===== src/rtl/keypad_pkg.sv =====
// Shared encodings for the keypad scanner: debounce FSM states, per-frame
// classification and the Digilent 4x4 legend lookup.
package keypad_pkg;

    typedef enum logic [1:0] {
        ST_IDLE,
        ST_PRESS_PEND,
        ST_HELD,
        ST_REL_PEND
    } deb_state_e;

    typedef enum logic [1:0] {
        FR_NONE,
        FR_ONE,
        FR_MULTI
    } frame_res_e;

    // Index is r*4+c; rows read 1 2 3 A / 4 5 6 B / 7 8 9 C / 0 F E D.
    function automatic logic [3:0] hex4x4(input logic [3:0] idx);
        logic [3:0] hex;
        case (idx)
            4'd0:    hex = 4'h1;
            4'd1:    hex = 4'h2;
            4'd2:    hex = 4'h3;
            4'd3:    hex = 4'hA;
            4'd4:    hex = 4'h4;
            4'd5:    hex = 4'h5;
            4'd6:    hex = 4'h6;
            4'd7:    hex = 4'hB;
            4'd8:    hex = 4'h7;
            4'd9:    hex = 4'h8;
            4'd10:   hex = 4'h9;
            4'd11:   hex = 4'hC;
            4'd12:   hex = 4'h0;
            4'd13:   hex = 4'hF;
            4'd14:   hex = 4'hE;
            default: hex = 4'hD;
        endcase
        return hex;
    endfunction

endpackage


===== src/rtl/keypad_scanner_if.sv =====
// Key event stream: one-entry valid/ready channel from scanner to consumer.
interface keypad_scanner_if #(parameter int IW = 4);
    logic          evt_valid;
    logic          evt_ready;
    logic          evt_release;
    logic [IW-1:0] evt_index;
    logic [3:0]    evt_hex;

    modport master (output evt_valid, evt_release, evt_index, evt_hex, input evt_ready);
    modport slave  (input evt_valid, evt_release, evt_index, evt_hex, output evt_ready);
endinterface


===== src/rtl/keypad_col_timer.sv =====
// Column scan timing: slot counter, rotating active-low column drive,
// row-sample strobe and end-of-frame strobe.
module keypad_col_timer #(
    parameter int NUM_COLS      = 4,
    parameter int COL_CYCLES    = 100000,
    parameter int SETTLE_CYCLES = 8,
    localparam int CW = $clog2(NUM_COLS)
) (
    input  logic                clk,
    input  logic                rst,
    output logic [NUM_COLS-1:0] col_o,
    output logic [CW-1:0]       col_idx_o,
    output logic                sample_o,
    output logic                frame_end_o
);
    localparam int SW = $clog2(COL_CYCLES);

    logic [SW-1:0]       slot_q, slot_d;
    logic [CW-1:0]       col_idx_q, col_idx_d;
    logic [NUM_COLS-1:0] col_q, col_d, col_drive;

    for (genvar gi = 0; gi < NUM_COLS; gi++) begin : g_drive
        assign col_drive[NUM_COLS-1-gi] = (col_idx_q != CW'(gi));
    end

    always_comb begin
        slot_d    = slot_q + SW'(1);
        col_idx_d = col_idx_q;
        if (slot_q == SW'(COL_CYCLES - 1)) begin
            slot_d    = '0;
            col_idx_d = (col_idx_q == CW'(NUM_COLS - 1)) ? '0 : col_idx_q + CW'(1);
        end
        // Drive is registered, so the new column appears one cycle after slot 0.
        col_d = (slot_q == '0) ? col_drive : col_q;
    end

    always_ff @(posedge clk or posedge rst) begin
        if (rst) begin
            slot_q    <= '0;
            col_idx_q <= '0;
            col_q     <= '1;
        end else begin
            slot_q    <= slot_d;
            col_idx_q <= col_idx_d;
            col_q     <= col_d;
        end
    end

    assign col_o       = col_q;
    assign col_idx_o   = col_idx_q;
    assign sample_o    = (slot_q == SW'(SETTLE_CYCLES));
    assign frame_end_o = sample_o && (col_idx_q == CW'(NUM_COLS - 1));

endmodule


===== src/rtl/keypad_scanner.sv =====
// Matrix keypad scanner: synchronises rows, classifies each scan frame,
// debounces across frames and queues press/release events.
module keypad_scanner
    import keypad_pkg::*;
#(
    parameter int NUM_ROWS        = 4,
    parameter int NUM_COLS        = 4,
    parameter int COL_CYCLES      = 100000,
    parameter int SETTLE_CYCLES   = 8,
    parameter int DEBOUNCE_FRAMES = 4
) (
    input  logic                clk,
    input  logic                rst,
    input  logic [NUM_ROWS-1:0] row,
    output logic [NUM_COLS-1:0] col,
    keypad_scanner_if.master    evt,
    output logic                key_held,
    output logic                multi_key,
    output logic                overrun
);
    localparam int IW = $clog2(NUM_ROWS * NUM_COLS);
    localparam int CW = $clog2(NUM_COLS);
    localparam logic [3:0] DF = 4'(DEBOUNCE_FRAMES);

    logic [CW-1:0] col_idx;
    logic          sample, frame_end;

    keypad_col_timer #(
        .NUM_COLS      (NUM_COLS),
        .COL_CYCLES    (COL_CYCLES),
        .SETTLE_CYCLES (SETTLE_CYCLES)
    ) u_timer (
        .clk         (clk),
        .rst         (rst),
        .col_o       (col),
        .col_idx_o   (col_idx),
        .sample_o    (sample),
        .frame_end_o (frame_end)
    );

    logic [NUM_ROWS-1:0] row_meta_q, row_sync_q;
    logic [1:0]          acc_cnt_q, col_cnt, tot_cnt;
    logic [2:0]          sum_cnt;
    logic [IW-1:0]       acc_idx_q, col_hit_idx, frame_idx;
    frame_res_e          frame_res;
    logic                multi_key_q;

    always_comb begin
        col_cnt     = '0;
        col_hit_idx = '0;
        for (int r = 0; r < NUM_ROWS; r++) begin
            if (!row_sync_q[NUM_ROWS-1-r]) begin
                if (col_cnt != 2'd2) col_cnt = col_cnt + 2'd1;
                col_hit_idx = IW'(r * NUM_COLS + int'(col_idx));
            end
        end
        sum_cnt   = {1'b0, acc_cnt_q} + {1'b0, col_cnt};
        tot_cnt   = (sum_cnt >= 3'd2) ? 2'd2 : sum_cnt[1:0];
        frame_idx = (col_cnt != 2'd0) ? col_hit_idx : acc_idx_q;
        case (tot_cnt)
            2'd0:    frame_res = FR_NONE;
            2'd1:    frame_res = FR_ONE;
            default: frame_res = FR_MULTI;
        endcase
    end

    always_ff @(posedge clk or posedge rst) begin
        if (rst) begin
            row_meta_q  <= '1;
            row_sync_q  <= '1;
            acc_cnt_q   <= '0;
            acc_idx_q   <= '0;
            multi_key_q <= 1'b0;
        end else begin
            row_meta_q <= row;
            row_sync_q <= row_meta_q;
            if (frame_end) begin
                acc_cnt_q   <= '0;
                acc_idx_q   <= '0;
                multi_key_q <= (tot_cnt == 2'd2);
            end else if (sample) begin
                acc_cnt_q <= tot_cnt;
                acc_idx_q <= frame_idx;
            end
        end
    end

    deb_state_e    state_q, state_d;
    logic [IW-1:0] cand_q, cand_d;
    logic [3:0]    deb_cnt_q, deb_cnt_d, deb_inc;
    logic          push, push_rel;

    always_comb begin
        state_d   = state_q;
        cand_d    = cand_q;
        deb_cnt_d = deb_cnt_q;
        push      = 1'b0;
        push_rel  = 1'b0;
        deb_inc   = deb_cnt_q + 4'd1;
        if (frame_end) begin
            case (state_q)
                ST_IDLE: if (frame_res == FR_ONE) begin
                    cand_d = frame_idx;
                    if (DEBOUNCE_FRAMES == 1) begin
                        state_d = ST_HELD;
                        push    = 1'b1;
                    end else begin
                        state_d   = ST_PRESS_PEND;
                        deb_cnt_d = 4'd1;
                    end
                end
                ST_PRESS_PEND: begin
                    if (frame_res != FR_ONE) begin
                        state_d = ST_IDLE;
                    end else if (frame_idx != cand_q) begin
                        cand_d    = frame_idx;
                        deb_cnt_d = 4'd1;
                    end else begin
                        deb_cnt_d = deb_inc;
                        if (deb_inc == DF) begin
                            state_d = ST_HELD;
                            push    = 1'b1;
                        end
                    end
                end
                // Rollover keys while held are ignored; only a clear frame starts release.
                ST_HELD: if (frame_res == FR_NONE) begin
                    deb_cnt_d = 4'd1;
                    if (DEBOUNCE_FRAMES == 1) begin
                        state_d  = ST_IDLE;
                        push     = 1'b1;
                        push_rel = 1'b1;
                    end else begin
                        state_d = ST_REL_PEND;
                    end
                end
                default: begin
                    if (frame_res != FR_NONE) begin
                        state_d = ST_HELD;
                    end else begin
                        deb_cnt_d = deb_inc;
                        if (deb_inc == DF) begin
                            state_d  = ST_IDLE;
                            push     = 1'b1;
                            push_rel = 1'b1;
                        end
                    end
                end
            endcase
        end
    end

    always_ff @(posedge clk or posedge rst) begin
        if (rst) begin
            state_q   <= ST_IDLE;
            cand_q    <= '0;
            deb_cnt_q <= '0;
        end else begin
            state_q   <= state_d;
            cand_q    <= cand_d;
            deb_cnt_q <= deb_cnt_d;
        end
    end

    logic          evt_valid_q, evt_release_q, overrun_q;
    logic [IW-1:0] evt_index_q;
    logic [3:0]    evt_hex_q, push_hex;

    assign push_hex = (NUM_ROWS == 4 && NUM_COLS == 4) ? hex4x4(4'(cand_d)) : 4'h0;

    // A full, undrained buffer keeps its old event and flags the new one as lost.
    always_ff @(posedge clk or posedge rst) begin
        if (rst) begin
            evt_valid_q   <= 1'b0;
            evt_release_q <= 1'b0;
            evt_index_q   <= '0;
            evt_hex_q     <= '0;
            overrun_q     <= 1'b0;
        end else begin
            overrun_q <= 1'b0;
            if (push && (!evt_valid_q || evt.evt_ready)) begin
                evt_valid_q   <= 1'b1;
                evt_release_q <= push_rel;
                evt_index_q   <= cand_d;
                evt_hex_q     <= push_hex;
            end else if (push) begin
                overrun_q <= 1'b1;
            end else if (evt_valid_q && evt.evt_ready) begin
                evt_valid_q <= 1'b0;
            end
        end
    end

    assign evt.evt_valid   = evt_valid_q;
    assign evt.evt_release = evt_release_q;
    assign evt.evt_index   = evt_index_q;
    assign evt.evt_hex     = evt_hex_q;
    assign key_held        = (state_q == ST_HELD) || (state_q == ST_REL_PEND);
    assign multi_key       = multi_key_q;
    assign overrun         = overrun_q;

endmodule

===== src/flat_wrapper.sv =====
// flat-port wrapper written by rule: the top's interface ports become plain ports
module keypad_scanner_flat import keypad_pkg::*;
#(
    parameter int NUM_ROWS        = 4,
    parameter int NUM_COLS        = 4,
    parameter int COL_CYCLES      = 100000,
    parameter int SETTLE_CYCLES   = 8,
    parameter int DEBOUNCE_FRAMES = 4
)
  (clk, rst, row, col, key_held, multi_key, overrun, evt_evt_valid, evt_evt_release, evt_evt_index, evt_evt_hex, evt_evt_ready);
  keypad_scanner_if evt_i ();
  input  logic clk;
  input  logic rst;
  input  logic [NUM_ROWS-1:0] row;
  output logic [NUM_COLS-1:0] col;
  output logic key_held;
  output logic multi_key;
  output logic overrun;
  output wire logic [$bits(evt_i.evt_valid)-1:0] evt_evt_valid;
  output wire logic [$bits(evt_i.evt_release)-1:0] evt_evt_release;
  output wire logic [$bits(evt_i.evt_index)-1:0] evt_evt_index;
  output wire logic [$bits(evt_i.evt_hex)-1:0] evt_evt_hex;
  input wire logic [$bits(evt_i.evt_ready)-1:0] evt_evt_ready;
  assign evt_evt_valid = evt_i.evt_valid;
  assign evt_evt_release = evt_i.evt_release;
  assign evt_evt_index = evt_i.evt_index;
  assign evt_evt_hex = evt_i.evt_hex;
  assign evt_i.evt_ready = evt_evt_ready;
  keypad_scanner #(.NUM_ROWS(NUM_ROWS), .NUM_COLS(NUM_COLS), .COL_CYCLES(COL_CYCLES), .SETTLE_CYCLES(SETTLE_CYCLES), .DEBOUNCE_FRAMES(DEBOUNCE_FRAMES)) u_core (.clk(clk), .rst(rst), .row(row), .col(col), .evt(evt_i), .key_held(key_held), .multi_key(multi_key), .overrun(overrun));
endmodule

===== config.mk =====
export PLATFORM = sky130hd
export DESIGN_NAME = keypad_scanner_flat
export DESIGN_NICKNAME = d
export VERILOG_FILES = /design/src/rtl/keypad_pkg.sv /design/src/rtl/keypad_scanner_if.sv /design/src/rtl/keypad_col_timer.sv /design/src/rtl/keypad_scanner.sv /design/src/flat_wrapper.sv
export SDC_FILE = /design/constraint.sdc
export NUM_CORES = 1
export LEC_CHECK = 0
export CAP_MARGIN = 40
export CORE_ASPECT_RATIO = 1.5
export CORE_MARGIN = 2
export CORE_UTILIZATION = 53
export DETAILED_ROUTE_END_ITERATION = 8
export PLACE_DENSITY = 0.76
export SYNTH_ARGS = -nofsm -noshare
export SYNTH_HDL_FRONTEND = slang
export SYNTH_SLANG_ARGS = --single-unit

===== constraint.sdc =====
create_clock -name clk -period 4.2 [get_ports clk]
set_clock_uncertainty 0.15 [all_clocks]
set_input_delay 0.42 -clock clk [delete_from_list [all_inputs] [get_ports clk]]
set_output_delay 0.42 -clock clk [all_outputs]
set_load 0.01 [all_outputs]

==> metrics.sh, run 1 <==
GLOBAL_ROUTE.OVERFLOW_TOTAL=0
FINALSETUPVIOLATIONS=0
CTS.REPORTEDPATHS.CLKPINSLEW_NS=0.06
HOLD_VIOLATIONS=0
CTS.ROOT.BUFFER_CELL='sky130_fd_sc_hd__clkbuf_8'
WORSTMARGINPINSLEW_NS=0.745
ROWS=34
MAX_SLEW_MARGIN_PCT=49.9
SYNTH_CELL_TYPE_COUNT=47
CORE_AREA_UM2=5740
SYNTHFLOPTYPE='sky130_fd_sc_hd__dfrtp_1'
WL_UM=6440
POST-ROUTE-WORST-SETUP-SLACK_NS=0.189
DRIVE_GT1_SHARE_PCT=19.3
POST-ROUTE-MIN-PERIOD_NS=4.01
SETUP.WORST_PATH.START_CLASS='flop'
REG2REG_SLACK_NS=0.19
WORST_R2R_PATH_DEPTH=19
CLOCKBUFFERDEPTH=2
GRT_MAX_DEGREE=23
OUTCOME='finished, final reports clean'
DESIGN.PORTCOUNT=24
CTS-BUFFERS-INSERTED=9
SETUP-TNS-FINAL_NS=0
FINAL.HOLD.WORST_SLACK_NS=0.205
GRT_PASS1_VIAS=2374
TOTAL_POWER_DIVIDED_BY_CELL_AREA_nW_PER_UM2=318
ROUTE.DETAILED.DRC=0
WORST_SKEW_PAIR.LATE_LATENCY_NS=0.34
CRITICAL_PATH_ARRIVAL_NS=4.08
CRITPATHCAPTURETYPE='flop'
DIE_HEIGHT_UM=98.1
HOLD_BUFFERS=0
FMAXACHIEVABLE_MHz=249
ROUTE.DETAILED.VIAS_PER_INST=5.48
FINALWEIGHTEDCONGESTION=0.842
PLACE_WS_NS=0.0184
NUMBER_OF_DETAILED_ROUTE_ITERATIONS_IN_THE_FIRST_PASS=4
WHS_ENDPOINT='u_core.row_sync_q[0]'
IR_WORST_VDD_mV=0.260
CP_MAX_FO=4
ASYNC_FLOP_SHARE_PCT=100
WORST_EP_REQUIRED_TIME_NS=4.27
CLOCK_TREE_FROM_TRITONCTS='yes'
FINISH.NET_COUNT=373
SYNTH.FF_LATCH_COUNT=59
WORSTSETUPPATHTYPE='flop to flop'
DIEWIDTH_UM=66.8
CAP_VIOL_MAX_COUNT=0
HOLD_START='u_core.row_meta_q[0]'
SYN_AVG_CELL_AREA_UM2=10.2
POWER.LEAKAGE_nW=1.72
WORSTHOLDPATHCELLS=0
TIMING.RR.START='u_core.row_sync_q[2]'
GRT.TOTAL_USAGE_PCT=21.7
R2R-END='u_core.evt.evt_hex[1]'
SYNTH_ENABLE_FLOP_CELLS=0
FILLERS=464
YOSYS_WARNINGS=0
INITIAL_CORE_UTIL_PCT=54.5
HTREE_NUM_LEVELS=3
MIN_PERIOD_OVER_PERIOD_PCT=95.5
DRT_ITER0_MARKERS=113
POST_DRT_WL_PER_CELL_UM=15.2
VIAS=2330
SYN_TO_FINAL_GROWTH_PCT=21.8
ANTENNA_CELLS_INSERTED=0
PORT_BUFFERS=23
POSTROUTEANTENNANETS=0
NUMCLOCKSINKS=59
DIE_AREA_UM2=6550
PLACE.DETAILED.HPWL_UM=4670
SYNTH_SEQUENTIAL_AREA_RATIO_PCT=47.6
GRT_FIRST_PASS_WIRELENGTH_UM=10600
FIN_MAX_SLEW_VIOS=0
SYN-INSTANCE-COUNT=308
NUMBER_OF_ANTENNA_VIOLATIONS_AT_THE_FIRST_CHECK_IN_GLOBAL_ROUTING=0
SYNTHESIS.AREA_UM2=3130
SYN-NUM-NETS=333
WORSTHOLDPATHTYPE='flop to flop'
per-stage QoR:
step | cell area [um^2] | utilization, % | cells | total power [mW]
CTS | 3720 | 64.7 | 421 | 1.21
finish | 3810 | 66.4 | 425 | 1.21
global route | 3810 | 66.4 | 425 | 1.26
detailed placement | 3520 | 61.3 | 405 | 0.688
global placement | 3490 | 60.8 | 404 | 0.682
floorplan | 3130 | - | 308 | 0.657
cell usage after synthesis, drive strengths merged (5+ instances only):
library cell  instances  area share [%]
a21oi                 5            0.80
nor3                  5            0.80
nor4                  5             1.0
nand3                15             2.4
clkbuf                7            0.84
nand2b                8             1.6
mux2                 10             3.6
dfrtp                47              38
dfstp                12              10
nand2                30             3.6
xor2                 10             3.0
nor2                 16             1.9
xnor2                10             2.8
inv                  26             3.1
mux2i                 5             1.6
nor2b                 9             1.8
o21ai                17             2.7
ha                   17             6.8
critical path: stages (launching register included):
cell and delay [ns]:
sky130_fd_sc_hd__dfstp_2 0.56, sky130_fd_sc_hd__inv_2 0.06, sky130_fd_sc_hd__ha_4 0.24, sky130_fd_sc_hd__mux2i_2 0.17, sky130_fd_sc_hd__ha_2 0.21, sky130_fd_sc_hd__nor2_1 0.04
sky130_fd_sc_hd__a21o_1 0.17, sky130_fd_sc_hd__inv_1 0.05, sky130_fd_sc_hd__ha_1 0.13, sky130_fd_sc_hd__inv_1 0.05, sky130_fd_sc_hd__fa_1 0.56, sky130_fd_sc_hd__nand3_2 0.08
sky130_fd_sc_hd__nor2_2 0.13, sky130_fd_sc_hd__and3_4 0.22, sky130_fd_sc_hd__mux2_4 0.33, sky130_fd_sc_hd__inv_4 0.07, sky130_fd_sc_hd__ha_4 0.19, sky130_fd_sc_hd__mux2_2 0.26
sky130_fd_sc_hd__o22ai_2 0.13, sky130_fd_sc_hd__mux2i_1 0.08
layout by cell type (no fill, tap or decap), drive strengths merged, types with 10 or more instances in the layout:
cell type | synthesis | layout
buf | 2 | 15
clkbuf | 7 | 14
clkdlybuf4s50 | 0 | 23
dfrtp | 47 | 47
dfstp | 12 | 12
ha | 17 | 17
inv | 26 | 26
mux2 | 10 | 10
nand2 | 30 | 30
nand3 | 15 | 15
nor2 | 16 | 16
o21ai | 17 | 17
xnor2 | 10 | 10
xor2 | 10 | 10
cell type report:
type                            count  area, um^2  area share [%]
Sequential cell                    59        1490            39.1
Multi-Input combinational cell    214        1570            41.2
Clock inverter                      2        35.0           0.919
Timing Repair Buffer               38         363            9.52
Clock buffer                       14         163            4.27
Inverter                           26         100            2.63
Tap cell                           72        90.1            2.36
power by group:
group          internal, mW  total (mW)  switching (mW)
Clock                 0.306       0.523           0.216
Combinational        0.0449       0.102          0.0573
Sequential            0.581       0.587         0.00636
Total                 0.932        1.21           0.280
routing by layer:
metal,GRT usage [%],routed length [um],part of all wire [%],up-vias
li1,-,-,-,1140
met1,22.9,2590,40,1150
met2,39.0,3570,55,25
met3,4.26,122,1.9,15
met4,11.8,161,2.5,0
met5,0,0,0,-
kinds of logic (layout without fill, tap and decap cells):
| kind of cell | Yosys count | in the layout | synth area share (%) |
|---|---|---|---|
| buf+inv | 35 | 80 | 4.24 |
| xor+xnor | 20 | 20 | 5.84 |
| fa+ha+maj | 18 | 18 | 7.43 |
| flops | 59 | 59 | 47.6 |
| compound gates | 48 | 48 | 10.8 |
| mux | 15 | 15 | 5.20 |
| simple gates | 113 | 113 | 18.9 |
what timing repair did:
item,CTS,global route
resized for setup,0,15
buffers inserted,0,4
endpoints found under the setup margin,0,4
state kept, by name (all words and copies together), names as in the netlist:
signal and cells:
u_core.u_timer.slot_q 17, u_core.acc_idx_q 4, u_core.cand_q 4, u_core.deb_cnt_q 4, u_core.evt.evt_hex 4, u_core.evt.evt_index 4, u_core.row_meta_q 4, u_core.row_sync_q 4
u_core.u_timer.col_o 4, u_core.acc_cnt_q 2, u_core.state_q 2, u_core.u_timer.col_idx_o 2, u_core.evt.evt_release 1, u_core.evt.evt_valid 1, u_core.multi_key 1, u_core.overrun 1
worst max-delay path by stage:
stage                    startpoint                    end  slack, ns  cells past startpoint
3_5_place_dp   u_core.row_sync_q[2]  u_core.evt.evt_hex[1]       0.02                     19
5_1_grt        u_core.row_sync_q[2]  u_core.evt.evt_hex[2]      -0.03                     20
6_report       u_core.row_sync_q[2]  u_core.evt.evt_hex[1]       0.19                     19
3_3_place_gp   u_core.row_sync_q[2]  u_core.evt.evt_hex[2]       0.13                     19
2_1_floorplan  u_core.row_sync_q[2]  u_core.evt.evt_hex[1]       0.05                     20
4_1_cts        u_core.row_sync_q[2]  u_core.evt.evt_hex[1]      0.005                     19
No activity file was read; power rests on OpenSTA's default activity.
==> run 2: changes to the inputs <==
RECOVER_POWER = 25   (was not set)
TNS_END_PERCENT = 100   (was not set)
==> metrics.sh, run 2 (synthesis results as in run 1) <==
ROUTE.DETAILED.DRC=0  # unchanged
PLACE_WS_NS=0.0184  # unchanged
GLOBAL_ROUTE.OVERFLOW_TOTAL=0  # unchanged
HTREE_NUM_LEVELS=3  # unchanged
TOTAL_POWER_DIVIDED_BY_CELL_AREA_nW_PER_UM2=319  # was 318 nW/um^2
SETUP.WORST_PATH.START_CLASS='flop'  # unchanged
POST_DRT_WL_PER_CELL_UM=15.1  # was 15.2 um
GRT_MAX_DEGREE=23  # unchanged
INITIAL_CORE_UTIL_PCT=54.5  # unchanged
DR_WL_MET2_UM=3610  # was 3570 um
VIAS=2333  # was 2330
WL_MET1_UM=2520  # was 2590 um
DIE_HEIGHT_UM=98.1  # unchanged
LARGEST_REGISTER='u_core.u_timer.slot_q'  # unchanged
DRIVE_GT1_SHARE_PCT=18.7  # was 19.3%
CTS.ROOT.BUFFER_CELL='sky130_fd_sc_hd__clkbuf_8'  # unchanged
NUMCLOCKSINKS=59  # unchanged
FIN_MAX_SLEW_VIOS=0  # unchanged
CP_MAX_FO=4  # unchanged
HOLD_BUFFERS=0  # unchanged
NUMBER_OF_ANTENNA_VIOLATIONS_AT_THE_FIRST_CHECK_IN_GLOBAL_ROUTING=0  # unchanged
CRITICAL_PATH_ARRIVAL_NS=4.08  # about the same
POWER.LEAKAGE_nW=1.71  # was 1.72 nW
OUTCOME='finished, final reports clean'  # unchanged
SYN_TO_FINAL_GROWTH_PCT=21.0  # was 21.8%
ANTENNA_CELLS_INSERTED=0  # unchanged
GRT_FIRST_PASS_WIRELENGTH_UM=10600  # unchanged
FINALWEIGHTEDCONGESTION=0.842  # unchanged
DIEWIDTH_UM=66.8  # unchanged
DESIGN.PORTCOUNT=24  # unchanged
MAX_SLEW_MARGIN_PCT=22.7  # was 49.9%
CAP_VIOL_MAX_COUNT=0  # unchanged
WORSTMARGINPINSLEW_NS=1.16  # was 0.745 ns
FIN_TOTAL_PWR_mW=1.21  # about the same
POSTROUTEANTENNANETS=0  # unchanged
FINAL.HOLD.WORST_SLACK_NS=0.205  # about the same
FINISH.INSTANCE_AREA_UM2=3790  # was 3810 um^2
NUMBER_OF_DETAILED_ROUTE_ITERATIONS_IN_THE_FIRST_PASS=4  # unchanged
MIN_PERIOD_OVER_PERIOD_PCT=95.5  # about the same
GRT_PASS1_VIAS=2374  # unchanged
POST-ROUTE-MIN-PERIOD_NS=4.01  # about the same
CTS-BUFFERS-INSERTED=9  # unchanged
NUMPLACEDINSTANCES=405  # unchanged
CLOCKBUFFERDEPTH=2  # unchanged
ROUTE.DETAILED.VIAS_PER_INST=5.49  # was 5.48
PORT_BUFFERS=23  # unchanged
CLOCK_TREE_FROM_TRITONCTS='yes'  # unchanged
POST-ROUTE-WORST-SETUP-SLACK_NS=0.191  # was 0.189 ns
WORST_EP_REQUIRED_TIME_NS=4.27  # about the same
WORSTHOLDPATHTYPE='flop to flop'  # unchanged
PLACE.DETAILED.HPWL_UM=4670  # unchanged
HIGHEST_LAYER='met4'  # unchanged
HOLD_VIOLATIONS=0  # unchanged
DPL_CELL_AREA_UM2=3520  # unchanged
FINALSETUPVIOLATIONS=0  # unchanged
CRITPATHCAPTURETYPE='flop'  # unchanged
FINISH.NET_COUNT=373  # unchanged
LAYOUT.CELLS.MOST_COMMON_LIST='sky130_fd_sc_hd__dfrtp_1, sky130_fd_sc_hd__nand2_1, sky130_fd_sc_hd__inv_1'  # was sky130_fd_sc_hd__dfrtp_1, sky130_fd_sc_hd__nand2_1, sky130_fd_sc_hd__inv_1, sky130_fd_sc_hd__clkdlybuf4s50_1, sky130_fd_sc_hd__o21ai_0
DIE_AREA_UM2=6550  # unchanged
WORST_SKEW_PAIR.LATE_LATENCY_NS=0.34  # about the same
DRT_ITER0_MARKERS=94  # was 113
IR_WORST_VDD_mV=0.259  # was 0.260 mV
MET3_LENGTH_UM=133  # was 122 um
WL_UM=6420  # was 6440 um
MOSTFREQUENTLAYOUTCELL='sky130_fd_sc_hd__dfrtp_1'  # unchanged
LARGEST_REGISTER_FFS=17  # unchanged
FINAL_CELL_COUNT_NO_FILL=425  # unchanged
ROWS=34  # unchanged
GRT.TOTAL_USAGE_PCT=21.7  # unchanged
CTS.REPORTEDPATHS.CLKPINSLEW_NS=0.06  # about the same
FMAXACHIEVABLE_MHz=249  # about the same
CORE_AREA_UM2=5740  # unchanged
WORSTSETUPPATHTYPE='flop to flop'  # unchanged
## run 2: timing repair
action                     in CTS  in global routing
setup endpoints to repair       0                  4
resized for setup               0                 15
setup buffers                   0                  4
## run 2: worst paths after layout
path	to	slack [ns]	from	cells after the start
hold / removal	u_core.row_sync_q[2]	0.20	u_core.row_meta_q[2]	0
hold reg to reg	u_core.row_sync_q[2]	0.20	u_core.row_meta_q[2]	0
max in group asynchronous	u_core.u_timer.col_o[1]	1.65	rst	4
setup / recovery	u_core.evt.evt_hex[1]	0.19	u_core.row_sync_q[2]	19
setup reg to reg	u_core.evt.evt_hex[1]	0.19	u_core.row_sync_q[2]	19
min in group asynchronous	u_core.evt.evt_index[0]	0.50	rst	2
## run 2: metal layers
| metal | track usage (%) | up-vias |
|---|---|---|
| met5 | 0 | - |
| met1 | 22.9 | 1149 |
| met2 | 39.0 | 32 |
| li1 | - | 1138 |
| met4 | 11.8 | 0 |
| met3 | 4.26 | 14 |
## run 2: metrics by stage
| step | util [%] | setup TNS (ns) |
|---|---|---|
| 6_report | 66.0 | 0 |
| 5_1_grt | 66.0 | -0.0692 |
| 4_1_cts | 64.7 | 0 |
| 3_5_place_dp | 61.3 | 0 |
| 3_3_place_gp | 60.8 | 0 |
| 2_1_floorplan | - | 0 |
## run 2: critical path: stages (launching register included)
cell and delay [ns]:
sky130_fd_sc_hd__dfstp_2 0.56, sky130_fd_sc_hd__inv_2 0.06, sky130_fd_sc_hd__ha_4 0.24, sky130_fd_sc_hd__mux2i_2 0.17, sky130_fd_sc_hd__ha_2 0.21, sky130_fd_sc_hd__nor2_1 0.04, sky130_fd_sc_hd__a21o_1 0.17, sky130_fd_sc_hd__inv_1 0.05
sky130_fd_sc_hd__ha_1 0.13, sky130_fd_sc_hd__inv_1 0.05, sky130_fd_sc_hd__fa_1 0.56, sky130_fd_sc_hd__nand3_2 0.08, sky130_fd_sc_hd__nor2_2 0.13, sky130_fd_sc_hd__and3_4 0.22, sky130_fd_sc_hd__mux2_4 0.33, sky130_fd_sc_hd__inv_4 0.07
sky130_fd_sc_hd__ha_4 0.19, sky130_fd_sc_hd__mux2_2 0.26, sky130_fd_sc_hd__o22ai_2 0.13, sky130_fd_sc_hd__mux2i_1 0.08
## run 2: cell type report
cell class,count,area [um^2]
flip-flops and latches,59,1490
inverters,26,100
fillers,466,1950
repair buffers,38,339
clock inverters,2,35.0
multi-input cells,214,1570
well taps,72,90.1
clock buffers,14,163
## run 2: where the power goes
group | total [mW] | internal, mW | switching [mW] | leakage (nW)
Combinational | 0.0980 | 0.0415 | 0.0565 | 0.860
Sequential | 0.587 | 0.581 | 0.00615 | 0.750
Clock | 0.522 | 0.306 | 0.216 | 0.101
